==> src/rtl/seg_scan_controller.sv <==
// -----------------------------------------------------------------------------
// seg_scan_controller
//   Drives four multiplexed 7-segment digits through one shared segment
//   decoder. It keeps a double-buffered set of four 5-bit display codes
//   (0-15 hex, 16 dash, 17 blank) and lights one digit at a time. It also
//   provides leading-zero blanking, per-digit blink, and tear-free frame
//   updates: a new code set becomes visible only at a frame boundary.
//
// Parameters
//   DIGIT_TICKS   clk cycles each digit stays lit (>=2)
//   BLINK_FRAMES  full frames per blink half-period (>=1)
//
// Ports
//   clk_i          system clock
//   reset_i        synchronous, active-high reset
//   load_valid_i   a new 4-digit code set is offered
//   load_ready_o   the pending buffer is free to accept load_data_i
//   load_data_i    digit n code = load_data_i[5n+4:5n], n=0 is the rightmost digit
//   blank_lz_i     1 = blank leading zeros
//   blink_mask_i   bit n = digit n blinks
//   digit_code_o   code sent to the segment decoder (registered)
//   an_o           anode enables, active-low, one-hot-zero (registered)
//   frame_start_o  1-cycle pulse when a pending set is committed
// -----------------------------------------------------------------------------
module seg_scan_controller #(
  parameter int DIGIT_TICKS  = 50000,
  parameter int BLINK_FRAMES = 64
) (
  input  logic        clk_i,
  input  logic        reset_i,
  input  logic        load_valid_i,
  output logic        load_ready_o,
  input  logic [19:0] load_data_i,
  input  logic        blank_lz_i,
  input  logic [3:0]  blink_mask_i,
  output logic [4:0]  digit_code_o,
  output logic [3:0]  an_o,
  output logic        frame_start_o
);

  localparam int             TW         = $clog2(DIGIT_TICKS);
  localparam int             FW         = $clog2(BLINK_FRAMES + 1);
  localparam logic [TW-1:0]  TICK_LAST  = TW'(DIGIT_TICKS - 1);
  localparam logic [FW-1:0]  FRAME_LAST = FW'(BLINK_FRAMES - 1);
  localparam logic [4:0]     CODE_BLANK = 5'd17;

  logic [TW-1:0]     tick_q, tick_d;
  logic [1:0]        idx_q, idx_d;
  logic [FW-1:0]     frame_cnt_q, frame_cnt_d;
  logic              blink_phase_q, blink_phase_d;
  logic [3:0][4:0]   active_q, active_d;
  logic [3:0][4:0]   pending_q, pending_d;
  logic              pending_flag_q, pending_flag_d;
  logic              load_ready_q, load_ready_d;
  logic [3:0]        an_q, an_d;
  logic [4:0]        digit_code_q, digit_code_d;
  logic              frame_start_q, frame_start_d;

  logic              terminal, boundary, transfer;
  logic [3:0][4:0]   shown;
  logic              seen_nz;

  assign terminal = (tick_q == TICK_LAST);
  assign boundary = terminal && (idx_q == 2'd3);
  assign transfer = load_valid_i && load_ready_q;

  // Per-digit display code. The scan goes from the most significant digit
  // down, so seen_nz records whether any digit from 3 down to n is non-zero.
  // Dash and blank codes count as non-zero. Digit 0 is never lz-blanked.
  always_comb begin
    shown   = '0;
    seen_nz = 1'b0;
    for (int n = 3; n >= 0; n--) begin
      seen_nz = seen_nz | (active_q[n] != 5'd0);
      if (blink_phase_q && blink_mask_i[n])
        shown[n] = CODE_BLANK;
      else if (blank_lz_i && (n != 0) && !seen_nz)
        shown[n] = CODE_BLANK;
      else
        shown[n] = active_q[n];
    end
  end

  always_comb begin
    tick_d         = tick_q;
    idx_d          = idx_q;
    frame_cnt_d    = frame_cnt_q;
    blink_phase_d  = blink_phase_q;
    active_d       = active_q;
    pending_d      = pending_q;
    pending_flag_d = pending_flag_q;
    load_ready_d   = load_ready_q;
    frame_start_d  = 1'b0;
    // The outputs follow idx one cycle late, so the anode and its code
    // always change together.
    an_d           = ~(4'b0001 << idx_q);
    digit_code_d   = shown[idx_q];

    if (terminal) begin
      tick_d = '0;
      idx_d  = idx_q + 2'd1;
    end else begin
      tick_d = tick_q + 1'b1;
    end

    if (boundary) begin
      if (frame_cnt_q == FRAME_LAST) begin
        frame_cnt_d   = '0;
        blink_phase_d = ~blink_phase_q;
      end else begin
        frame_cnt_d = frame_cnt_q + 1'b1;
      end
    end

    // load_ready is the inverse of pending_flag, so a transfer and a commit
    // never happen in the same cycle. Data taken on a boundary cycle
    // therefore waits for the next boundary.
    if (transfer) begin
      pending_d      = load_data_i;
      pending_flag_d = 1'b1;
      load_ready_d   = 1'b0;
    end else if (boundary && pending_flag_q) begin
      active_d       = pending_q;
      pending_flag_d = 1'b0;
      load_ready_d   = 1'b1;
      frame_start_d  = 1'b1;
    end
  end

  always_ff @(posedge clk_i) begin
    if (reset_i) begin
      tick_q         <= '0;
      idx_q          <= '0;
      frame_cnt_q    <= '0;
      blink_phase_q  <= 1'b0;
      active_q       <= {4{CODE_BLANK}};
      pending_q      <= {4{CODE_BLANK}};
      pending_flag_q <= 1'b0;
      load_ready_q   <= 1'b1;
      an_q           <= 4'b1111;
      digit_code_q   <= CODE_BLANK;
      frame_start_q  <= 1'b0;
    end else begin
      tick_q         <= tick_d;
      idx_q          <= idx_d;
      frame_cnt_q    <= frame_cnt_d;
      blink_phase_q  <= blink_phase_d;
      active_q       <= active_d;
      pending_q      <= pending_d;
      pending_flag_q <= pending_flag_d;
      load_ready_q   <= load_ready_d;
      an_q           <= an_d;
      digit_code_q   <= digit_code_d;
      frame_start_q  <= frame_start_d;
    end
  end

  assign load_ready_o  = load_ready_q;
  assign an_o          = an_q;
  assign digit_code_o  = digit_code_q;
  assign frame_start_o = frame_start_q;

endmodule
==> config.mk <==
export PLATFORM = sky130hd
export DESIGN_NAME = seg_scan_controller
export DESIGN_NICKNAME = d
export VERILOG_FILES = /design/src/rtl/seg_scan_controller.sv
export SDC_FILE = /design/constraint.sdc
export NUM_CORES = 1
export LEC_CHECK = 0
export ABC_CLOCK_PERIOD_IN_PS = 1900
export CORE_MARGIN = 2
export CORE_UTILIZATION = 54
export CTS_CLUSTER_SIZE = 8
export DETAILED_ROUTE_END_ITERATION = 7
export GPL_TIMING_DRIVEN = 0
export HOLD_SLACK_MARGIN = 0.1
export PLACE_DENSITY_LB_ADDON = 0.12
export RECOVER_POWER = 25
export SYNTH_ARGS = -nofsm -noshare
export SYNTH_HDL_FRONTEND = slang
export SYNTH_SLANG_ARGS = --single-unit
==> constraint.sdc <==
create_clock -name clk_i -period 1.9 [get_ports clk_i]
set_input_delay 0.38 -clock clk_i [delete_from_list [all_inputs] [get_ports clk_i]]
set_output_delay 0.38 -clock clk_i [all_outputs]
set_load 0.01 [all_outputs]
==> results by group, run 1 <==
Outcome
  • Status: complete, no violations

Synthesis
  • Dominant register cell in the synthesized netlist: dfxtp_1
  • Yosys reg bits: 78
  • Post-synthesis cell area: 0.00326 mm²
  • Synth top area cells: dfxtp_1, nand2_1, a21oi_1, nand4_1, xnor2_1
  • Post-Syn Instances: 371
  • Synth Area per Inst: 8.79 µm²
  • Number of synthesized flops with an enable pin: 0
  • Count leader, synth: dfxtp_1
  • Mapped Nets: 405
  • Yosys warnings: 0
  • Number of distinct library cells after synthesis: 49
  • Ys async rst share: 0
  • Post-synth top area share: 0.479
  • Synth area leader: dfxtp_1
  • Synth cell count leaders: dfxtp_1, nand2_1, a21oi_1
  • Sequential element share of the synthesized area: 0.479

STA
  • Slew @ Worst Pin: 0.731 ns
  • Peak Freq: 0.556 GHz
  • WHS: 0.453 ns
  • Final min period: 1.80 ns
  • Crit share post-route: 0.946
  • Worst rel slew slack: 0.508
  • Fin worst setup slack: 0.102 ns
  • Fin. max-slew vios: 0
  • Clk_skew: 0.00779 ns
  • Setup-failing EPs final: 0
  • Final hold violations: 0
  • RSZ-0062 raised after global routing: false

Route
  • Via-to-Cell Ratio: 5.79
  • Per-cell routed wire length: 15.6 µm
  • DR vias: 2,909
  • ANT nets after route: 0
  • DRC: 0
  • Initial DRC count: 218
  • 1st-pass router iterations: 5
  • Final WL: 7.81 mm

Clocking
  • Root buf cell: clkbuf_8
  • Worst-Skew Late Latency: 0.35 ns
  • TritonCTS Buffers: 9
  • Clk slew on worst S/H paths: 0.07 ns
  • CTS tree: built
  • CTS Buffer Depth: 2
  • CTS H-tree depth: 3
  • # clock sinks: 78

Finish
  • Area Growth Syn to Fin: 23.2%
  • Layout cell share with drive strength beyond 1: 0.0937
  • Non-Filler Instances: 502
  • N_diodes: 0
  • Nets: 456

Pwr
  • Share of power burned in registers: 0.512
  • Leakage: 1.42 nW
  • Worst vdd ir: 0.720 mV
  • NetSw: 0.732 mW
  • Part of the power in combinational logic: 0.061
  • PwrDens: 824 mW/mm²
  • Int Pwr: 2.58 mW
  • Sw Ratio: 0.221
  • Clock power share: 0.427

Setup path
  • Crit path launch type: flip-flop
  • Cells on worst reg2reg path: 7
  • Kind of critical path: flip-flop to flip-flop
  • Crit-path max FO: 10
  • Crit. End Element: flip-flop
  • Worst Path Required: 2.11 ns
  • RR Startpoint: tick_q[0]
  • Crit. Startpoint: tick_q[0]
  • Arr. time, crit path: 2.01 ns

Global routing
  • Aggregate global-route resource usage: 0.243
  • Initial antenna violation count: 0
  • First-pass GRT wire length: 12.2 mm
  • Pin count of the biggest net entering global routing: 14
  • Vias in the first global route: 2,559
  • Congestion Overflow GR: 0

Placement
  • Dpl cells: 483
  • Dpl hpwl: 5.44 mm
  • Post-Place Setup Slack: -0.233 ns
  • RePlAce Congestion: 0.874
  • Buffers on Ports: 37

Worst hold path
  • HP Start: tick_q[0]
  • HP Class: flip-flop to flip-flop
  • Hold Path Stages: 1

Floorplanning
  • Die Y: 81.7 µm
  • FP Rows: 28
  • Die Area: 0.00667 mm²
  • Die X: 81.7 µm
  • Initial Util: 0.554
  • Ports: 39
  • Core Area: 0.00589 mm²

Flow run
  • Max Cap Viol: 0
## worst paths after layout
| path | endpoint | slack [ns] |
|---|---|---|
| worst max register to register | frame_cnt_q[4] | 0.10 |
| worst min register to register | tick_q[0] | 0.45 |
| worst max-delay path | frame_cnt_q[4] | 0.10 |
| worst min-delay path | tick_q[0] | 0.45 |
## metal layers
metal | global-route usage | part of all wire
met5 | 0 | 0
met4 | 0.0733 | 0.016
met3 | 0.0681 | 0.066
met2 | 0.380 | 0.45
met1 | 0.329 | 0.47
## per-stage QoR
stage	area (µm²)	util	setup TNS (ns)	power, mW
after floorplan	3260	-	0	1.83
after global placement	3720	0.633	-2.43	1.93
after detailed placement	3720	0.633	-2.87	1.93
after CTS	3960	0.672	0	3.32
after global routing	4020	0.682	0	3.44
final	4020	0.682	0	3.31
## repair_timing
| action | in CTS | in global routing |
|---|---|---|
| hold endpoints to repair | 0 | 0 |
| endpoints found under the setup margin | 16 | 36 |
| gates resized for setup | 1 | 14 |
| hold buffers | 0 | 0 |
| cloned | 0 | 1 |
| pin swaps | 0 | 2 |
| buffers inserted | 0 | 2 |
## layout by cell type, fill, tap and decap left out, types with 3 or more instances in the layout
cell / instances
dfxtp_1: 74
nand2_1: 55
clkdlybuf4s50_1: 37
a21oi_1: 35
nor2_1: 19
clkbuf_1: 18
nand4_1: 18
nand3_1: 16
o21ai_0: 15
inv_1: 12
xnor2_1: 11
clkbuf_8: 11
nor3_1: 9
a211o_1: 9
o21a_1: 6
or4_1: 4
and3_1: 4
buf_2: 4
a221oi_1: 4
ha_1: 4
o221ai_1: 3
buf_4: 3
o21ai_1: 3
## worst max-delay path, cell delays in order, from the launching register on
cell and delay (ns):
dfxtp_4 0.38, ha_4 0.16, and4_1 0.24, nand4_1 0.21
buf_6 0.22, buf_6 0.14, o31ai_1 0.23, a21oi_1 0.09
## final cells by class
cell class	instances	area, µm²
flip-flops and latches	78	1570
well taps	75	93.8
inverters	12	45.0
clock buffers	12	155
repair buffers	40	390
plain buffers	23	109
clock inverters	4	77.6
fillers	504	1870
multi-input cells	258	1570
## cell families (layout without fill, tap and decap cells)
kind of cell | Yosys count | in the layout | share of synthesized area
AND/OR/NAND/NOR | 144 | 144 | 0.225
AO/OA/AOI/OAI | 94 | 94 | 0.188
flip-flops | 78 | 78 | 0.479
buffers and inverters | 35 | 91 | 0.0461
XOR/XNOR | 13 | 13 | 0.0349
adder cells (fa/ha/maj) | 6 | 6 | 0.0230
multiplexers | 1 | 1 | 0.00307
## registers in the layout, indices dropped and copies added, names as in the netlist
name,count
load_ready_o,1
tick_q,16
frame_start_o,1
idx_q,2
pending_q,20
frame_cnt_q,7
active_q,20
digit_code_o,5
pending_flag_q,1
an_o,4
blink_phase_q,1
## power by group through the flow
stage | clock network [mW] | logic (mW) | registers (mW)
after global routing | 1.51 | 0.225 | 1.70
after CTS | 1.43 | 0.200 | 1.69
after detailed placement | 0 | 0.199 | 1.73
after global placement | 0 | 0.194 | 1.73
final | 1.41 | 0.203 | 1.70
after floorplan | 0 | 0.101 | 1.73
Note: power is estimated with default switching activity, not from simulation.
==> run 2: changes to the inputs <==
--- a/config.mk
+++ b/config.mk
@@ -5,6 +5,7 @@
 export SDC_FILE = /design/constraint.sdc
 export NUM_CORES = 1
 export LEC_CHECK = 0
+export ABC_AREA = 1
 export ABC_CLOCK_PERIOD_IN_PS = 1900
 export CORE_MARGIN = 2
 export CORE_UTILIZATION = 54
==> run 2 against run 1 <==
Sequential power is essentially flat; synthesized cell count grew 31%; fmax increased by 3.8%; setup slack improved by 0.067 ns; clock-buffer cell count rose by 1; largest power group unchanged; critical endpoint is now pending_q[19]; wire length fell by 3.5%.
==> results by group, run 2 <==
Synthesis
  • Synth cell count leaders: nand2_1, dfxtp_1, nor2_1
  • Ys async rst share: 0 (unchanged)
  • Dominant register cell in the synthesized netlist: dfxtp_1
  • Post-synth top area share: 0.458 (-0.0213)
  • Synth top area cells: dfxtp_1, nand2_1, nor2_1, nand3_1, inv_1
  • Number of synthesized flops with an enable pin: 0 (unchanged)
  • Synth Area per Inst: 7.03 µm² (-20%)
  • Count leader, synth: nand2_1
  • Yosys warnings: 0 (unchanged)
  • Post-synthesis cell area: 0.00341 mm² (+4.6%)
  • Synth area leader: dfxtp_1
  • Number of distinct library cells after synthesis: 28 (-43%)
  • Yosys reg bits: 78 (unchanged)
  • Mapped Nets: 519 (+28%)
  • Sequential element share of the synthesized area: 0.458 (-0.0213)
  • Post-Syn Instances: 485 (+31%)

Floorplanning
  • Initial Util: 0.566 (+0.0122)
  • Die Area: 0.00697 mm² (+4.4%)
  • FP Rows: 28 (unchanged)
  • Core Area: 0.00603 mm² (+2.4%)
  • Ports: 39 (unchanged)
  • Die Y: 83.5 µm (+2.2%)
  • Die X: 83.5 µm (+2.2%)

Placement
  • Dpl cells: 598 (+24%)
  • RePlAce Congestion: 0.867 (-0.72%)
  • Buffers on Ports: 38 (+2.7%)
  • Post-Place Setup Slack: -0.187 ns (+0.0458 ns)
  • Post-DP Area: 0.00388 mm² (+4.3%)
  • Dpl hpwl: 5.50 mm (+1.1%)

Clocking
  • Clk slew on worst S/H paths: 0.08 ns (about the same)
  • CTS tree: built
  • Setup Fix Bufs, Post-CTS: 0 (unchanged)
  • CTS Buffer Depth: 2 (unchanged)
  • Hold-fix buffers, CTS: 0 (unchanged)
  • # clock sinks: 78 (unchanged)
  • CTS H-tree depth: 3 (unchanged)
  • TritonCTS Buffers: 9 (unchanged)
  • Root buf cell: clkbuf_8
  • Worst-Skew Late Latency: 0.35 ns (about the same)
  • Post-cts resize count: 0 (-1)

Global routing
  • Vias in the first global route: 2,930 (+14%)
  • Met2 Use GR: 0.375 (-0.00487)
  • First-pass GRT wire length: 12.7 mm (+3.9%)
  • Initial antenna violation count: 0 (unchanged)
  • Met3 Use GR: 0.0435 (-0.0246)
  • Congestion Overflow GR: 0 (unchanged)
  • GR peak layer: met2
  • Aggregate global-route resource usage: 0.225 (-0.0177)
  • Grt met1 use: 0.281 (-0.0476)
  • Pin count of the biggest net entering global routing: 13 (-1)

Worst hold path
  • Hold Path Stages: 1 (unchanged)
  • WHS Endpoint: tick_q[0]
  • HP Class: flip-flop to flip-flop
  • HP Start: tick_q[0]

Pwr
  • Sw Ratio: 0.236 (+0.0154)
  • Int Pwr: 2.36 mW (-8.6%)
  • PwrDens: 758 mW/mm² (-8.1%)
  • Worst vdd ir: 0.545 mV (-24%)
  • NetSw: 0.729 mW (-0.32%)
  • Share of power burned in registers: 0.549 (+0.037)
  • Part of the power in combinational logic: 0.072 (+0.011)
  • Clock power share: 0.379 (-0.048)
  • Leakage: 1.80 nW (+27%)

Setup path
  • Crit-path max FO: 10 (unchanged)
  • Arr. time, crit path: 1.96 ns (-0.05 ns)
  • RR Startpoint: tick_q[0]
  • Kind of critical path: input pin to flip-flop
  • R2r setup slk: 0.21 ns (+0.11 ns)
  • Worst Path Required: 2.12 ns (about the same)
  • Crit. End Element: flip-flop
  • Worst reg2reg endpoint: tick_q[0]
  • Crit path launch type: input pin
  • Cells on worst reg2reg path: 9 (+2)

Finish
  • Non-Filler Instances: 614 (+22%)
  • Most common cell after layout, fill and taps aside: nand2_1
  • Most frequent cells in the layout: nand2_1, dfxtp_1, nor2_1
  • Area Growth Syn to Fin: 19.4%
  • N_diodes: 0 (unchanged)
  • Final std cell area, no fill: 0.00407 mm² (+1.4%)
  • Nets: 568 (+25%)
  • Layout cell share with drive strength beyond 1: 0.0612 (-0.0325)
  • Biggest regs: active_q (20), pending_q (20), tick_q (16)

STA
  • Final hold violations: 0 (unchanged)
  • Setup_tns: 0 ns (unchanged)
  • Fin. max-slew vios: 0 (unchanged)
  • Slew @ Worst Pin: 0.552 ns (-0.179 ns)
  • Worst rel slew slack: 0.632 (+0.123)
  • Clk_skew: 0.00833 ns (+0.000535 ns)
  • Setup-failing EPs final: 0 (unchanged)
  • Crit share post-route: 0.911 (-0.0350)
  • Peak Freq: 0.577 GHz (+3.8%)
  • Fin worst setup slack: 0.168 ns (+0.0666 ns)
  • Final min period: 1.73 ns (-0.0666 ns)
  • RSZ-0062 raised after global routing: false

Route
  • DRC: 0 (unchanged)
  • Per-cell routed wire length: 12.3 µm (-21%)
  • ANT nets after route: 0 (unchanged)
  • Final WL: 7.54 mm (-3.5%)
  • DR vias: 3,148 (+8.2%)
  • Initial DRC count: 170 (-22%)
  • Via-to-Cell Ratio: 5.13 (-12%)
  • 1st-pass router iterations: 4 (-1)

Flow run
  • Max Cap Viol: 0 (unchanged)

Outcome
  • Status: complete, no violations
[run 2: cell count changes after synthesis, sizes merged, moves of 6 or more]
cell | before | now
a21oi | 35 | 29
nand3 | 16 | 41
xnor2 | 11 | 2
inv | 12 | 50
o21a | 6 | 0
clkbuf | 17 | 11
a211o | 9 | 0
nand4 | 19 | 12
nand2 | 55 | 149
nor2 | 21 | 61
[run 2: worst max-delay path by stage]
| stage | end | cells past startpoint | from |
|---|---|---|---|
| 2_1_floorplan | active_q[9] | 9 | tick_q[0] |
| 3_3_place_gp | pending_q[5] | 5 | reset_i |
| 3_5_place_dp | pending_q[5] | 5 | reset_i |
| 4_1_cts | pending_q[5] | 5 | reset_i |
| 5_1_grt | tick_q[4] | 9 | tick_q[0] |
| 6_report | pending_q[19] | 5 | reset_i |
[run 2: logic make-up after synthesis]
logic type | synth area share
adders and majority gates | 0.0220
AOI/OAI and AO/OA | 0.0774
xor gates and xnor gates | 0.0103
and+or+nand+nor | 0.353
DFF | 0.458
buffers and inverters | 0.0800
[run 2: area by class of cell]
cell class / instances / area, µm²
clock buffer: 13 / 169
tap: 75 / 93.8
fill: 533 / 1950
clock inverter: 3 / 17.5
multi-input combinational: 340 / 1580
inverter: 50 / 188
buffer: 17 / 85.1
sequential: 78 / 1560
timing repair buffer: 38 / 380
[run 2: worst max-delay path: stages]
cell and delay (ns):
clkdlybuf4s50_1 0.47, inv_1 0.17, clkbuf_1 0.35, buf_1 0.44
nand3_1 0.13
[run 2: per-stage QoR]
| step | hold WS [ns] | util | total power [mW] |
|---|---|---|---|
| 2_1_floorplan | 0.417 | - | 1.85 |
| 3_3_place_gp | 0.431 | 0.645 | 1.95 |
| 3_5_place_dp | 0.441 | 0.645 | 1.95 |
| 4_1_cts | 0.452 | 0.676 | 3.10 |
| 5_1_grt | 0.484 | 0.676 | 3.20 |
| 6_report | 0.453 | 0.676 | 3.09 |
[run 2: power groups by stage]
stage | Combinational, mW | Sequential (mW) | Clock [mW]
after global placement | 0.219 | 1.73 | 0
after CTS | 0.224 | 1.69 | 1.18
final | 0.222 | 1.69 | 1.17
after floorplan | 0.120 | 1.73 | 0
after global routing | 0.251 | 1.70 | 1.25
after detailed placement | 0.223 | 1.73 | 0
[run 2: per-layer routing]
metal / wire (µm) / share of wire
met1: 3480 / 0.46
met2: 3560 / 0.47
met3: 316 / 0.042
met4: 182 / 0.024
met5: 0 / 0
==> run 3: changes to the inputs <==
--- a/config.mk
+++ b/config.mk
@@ -6,8 +6,6 @@
 export NUM_CORES = 1
 export LEC_CHECK = 0
 export ABC_AREA = 1
-export ABC_CLOCK_PERIOD_IN_PS = 1900
-export CORE_MARGIN = 2
 export CORE_UTILIZATION = 54
 export CTS_CLUSTER_SIZE = 8
 export DETAILED_ROUTE_END_ITERATION = 7
==> run 3 against run 2 <==
Critical path depth up 1; clock-buffer cell count decreased by 3; clock skew down 0.0012 ns; critical endpoint is now blink_phase_q; utilization grew 0.67 points; setup slack worse by 0.0095 ns; via count shrank 1.7%.
==> results by group, run 3 (synthesized netlist as in run 2, its figures left out) <==
Placement
  • Dpl hpwl: 5.56 mm (+1.1%)
  • RePlAce Congestion: 0.865 (-0.23%)
  • Buffers on Ports: 38 (unchanged)

Floorplanning
  • Die Y: 81.5 µm (-2.4%)
  • Ports: 39 (unchanged)
  • Initial Util: 0.569 (+0.00331)
  • Die X: 81.5 µm (-2.4%)
  • Core Area: 0.00599 mm² (-0.58%)
  • Die Area: 0.00664 mm² (-4.7%)
  • FP Rows: 28 (unchanged)

Setup path
  • Crit. End Element: flip-flop
  • Kind of critical path: flip-flop to flip-flop
  • Crit-path max FO: 7 (-3)
  • Worst Path Required: 2.13 ns (about the same)
  • Worst reg2reg endpoint: blink_phase_q
  • Crit path launch type: flip-flop
  • Crit. Startpoint: frame_cnt_q[0]
  • Worst Setup EP: blink_phase_q
  • R2r setup slk: 0.16 ns (-0.05 ns)
  • Arr. time, crit path: 1.97 ns (about the same)
  • Cells on worst reg2reg path: 6 (-3)
  • RR Startpoint: frame_cnt_q[0]

Global routing
  • Initial antenna violation count: 0 (unchanged)
  • Grt met1 use: 0.318 (+0.0362)
  • First-pass GRT wire length: 12.8 mm (+0.98%)
  • GR peak layer: met2
  • Vias in the first global route: 2,877 (-1.8%)
  • Pin count of the biggest net entering global routing: 13 (unchanged)
  • Congestion Overflow GR: 0 (unchanged)
  • Met3 Use GR: 0.0533 (+0.00981)
  • Met2 Use GR: 0.441 (+0.0662)
  • Aggregate global-route resource usage: 0.258 (+0.0327)

Finish
  • Most common cell after layout, fill and taps aside: nand2_1
  • Area Growth Syn to Fin: 19.8%
  • Final Util: 0.682 (+0.00667)
  • Layout cell share with drive strength beyond 1: 0.0595 (-0.00174)
  • Biggest regs: active_q (20), pending_q (20), tick_q (16)
  • N_diodes: 0 (unchanged)
  • Nets: 568 (unchanged)
  • Most frequent cells in the layout: nand2_1, dfxtp_1, nor2_1

Route
  • Via-to-Cell Ratio: 5.05 (-1.5%)
  • Per-cell routed wire length: 12.5 µm (+2.0%)
  • DR vias: 3,095 (-1.7%)
  • 1st-pass router iterations: 5 (+1)
  • ANT nets after route: 0 (unchanged)
  • DRC: 0 (unchanged)
  • Final WL: 7.67 mm (+1.8%)
  • Initial DRC count: 136 (-20%)

STA
  • Slew @ Worst Pin: 0.611 ns (+0.0587 ns)
  • Worst rel slew slack: 0.590 (-0.0422)
  • Crit share post-route: 0.916 (+0.00499)
  • WHS: 0.458 ns (+0.00495 ns)
  • Clk_skew: 0.00712 ns (-0.00120 ns)
  • Final min period: 1.74 ns (+0.00949 ns)
  • Setup-failing EPs final: 0 (unchanged)
  • Final hold violations: 0 (unchanged)
  • Fin. max-slew vios: 0 (unchanged)
  • Peak Freq: 0.574 GHz (-0.54%)
  • RSZ-0062 raised after global routing: false

Clocking
  • Clk slew on worst S/H paths: 0.08 ns (about the same)
  • Worst-Skew Late Latency: 0.35 ns (about the same)
  • Root buf cell: clkbuf_8
  • CTS Buffer Depth: 2 (unchanged)
  • Post-cts resize count: 0 (unchanged)
  • Hold-fix buffers, CTS: 0 (unchanged)
  • # clock sinks: 78 (unchanged)
  • CTS tree: built
  • Setup Fix Bufs, Post-CTS: 0 (unchanged)
  • TritonCTS Buffers: 9 (unchanged)
  • CTS H-tree depth: 3 (unchanged)

Pwr
  • Int Pwr: 2.51 mW (+6.3%)
  • NetSw: 0.748 mW (+2.6%)
  • Part of the power in combinational logic: 0.068 (-0.004)
  • Clock power share: 0.411 (+0.032)
  • PwrDens: 796 mW/mm² (+5.0%)
  • Leakage: 1.81 nW (+0.40%)
  • Share of power burned in registers: 0.521 (-0.028)
  • Sw Ratio: 0.230 (-0.00647)
  • Worst vdd ir: 0.530 mV (-2.9%)

Outcome
  • Status: complete, no violations

Worst hold path
  • HP Start: tick_q[0]
  • HP Class: flip-flop to flip-flop

Flow run
  • Max Cap Viol: 0 (unchanged)
-- run 3: final cells by class --
class,instances,area [µm²]
Fill cell,528,1900
Multi-Input combinational cell,340,1580
Sequential cell,78,1560
Timing Repair Buffer,38,380
Inverter,50,188
Clock buffer,10,128
Tap cell,75,93.8
Buffer,17,85.1
Clock inverter,5,75.1
-- run 3: how the worst min path moves through the flow --
stage / endpoint / slack [ns] / cells past startpoint
2_1_floorplan: tick_q[0] / 0.42 / 1
3_3_place_gp: tick_q[0] / 0.43 / 1
3_5_place_dp: frame_cnt_q[6] / 0.44 / 2
4_1_cts: tick_q[0] / 0.46 / 1
5_1_grt: frame_cnt_q[6] / 0.48 / 2
6_report: tick_q[0] / 0.46 / 1
-- run 3: power groups by stage --
stage	sequential [mW]	combinational (mW)	clock, mW
after floorplan	1.73	0.120	0
after global placement	1.73	0.218	0
after detailed placement	1.73	0.222	0
after CTS	1.69	0.223	1.34
after global routing	1.70	0.254	1.41
final	1.69	0.221	1.34
-- run 3: per-layer routing --
metal	vias up	part of all wire	routed length [µm]
li1	1640	-	-
met5	-	0	0
met4	0	0.018	141
met2	71	0.47	3620
met1	1372	0.46	3540
met3	12	0.049	375
-- run 3: stage by stage --
| step | cell area (µm²) | std cells | worst slack (ns) | total power, mW | TNS (ns) |
|---|---|---|---|---|---|
| floorplan | 3410 | 485 | 0.449 | 1.85 | 0 |
| global placement | 3880 | 598 | -0.144 | 1.95 | -1.27 |
| detailed placement | 3880 | 598 | -0.160 | 1.95 | -1.42 |
| CTS | 4090 | 613 | 0.161 | 3.26 | 0 |
| global route | 4090 | 613 | 0.0428 | 3.37 | 0 |
| finish | 4090 | 613 | 0.159 | 3.25 | 0 |
-- run 3: worst max-delay path, cell delays in order (launching register included) --
cell and delay, ns:
dfxtp_1 0.45, ha_1 0.25, nand3_1 0.12, nor3_1 0.50, nand3_1 0.15, nand2_1 0.09
a21oi_1 0.05
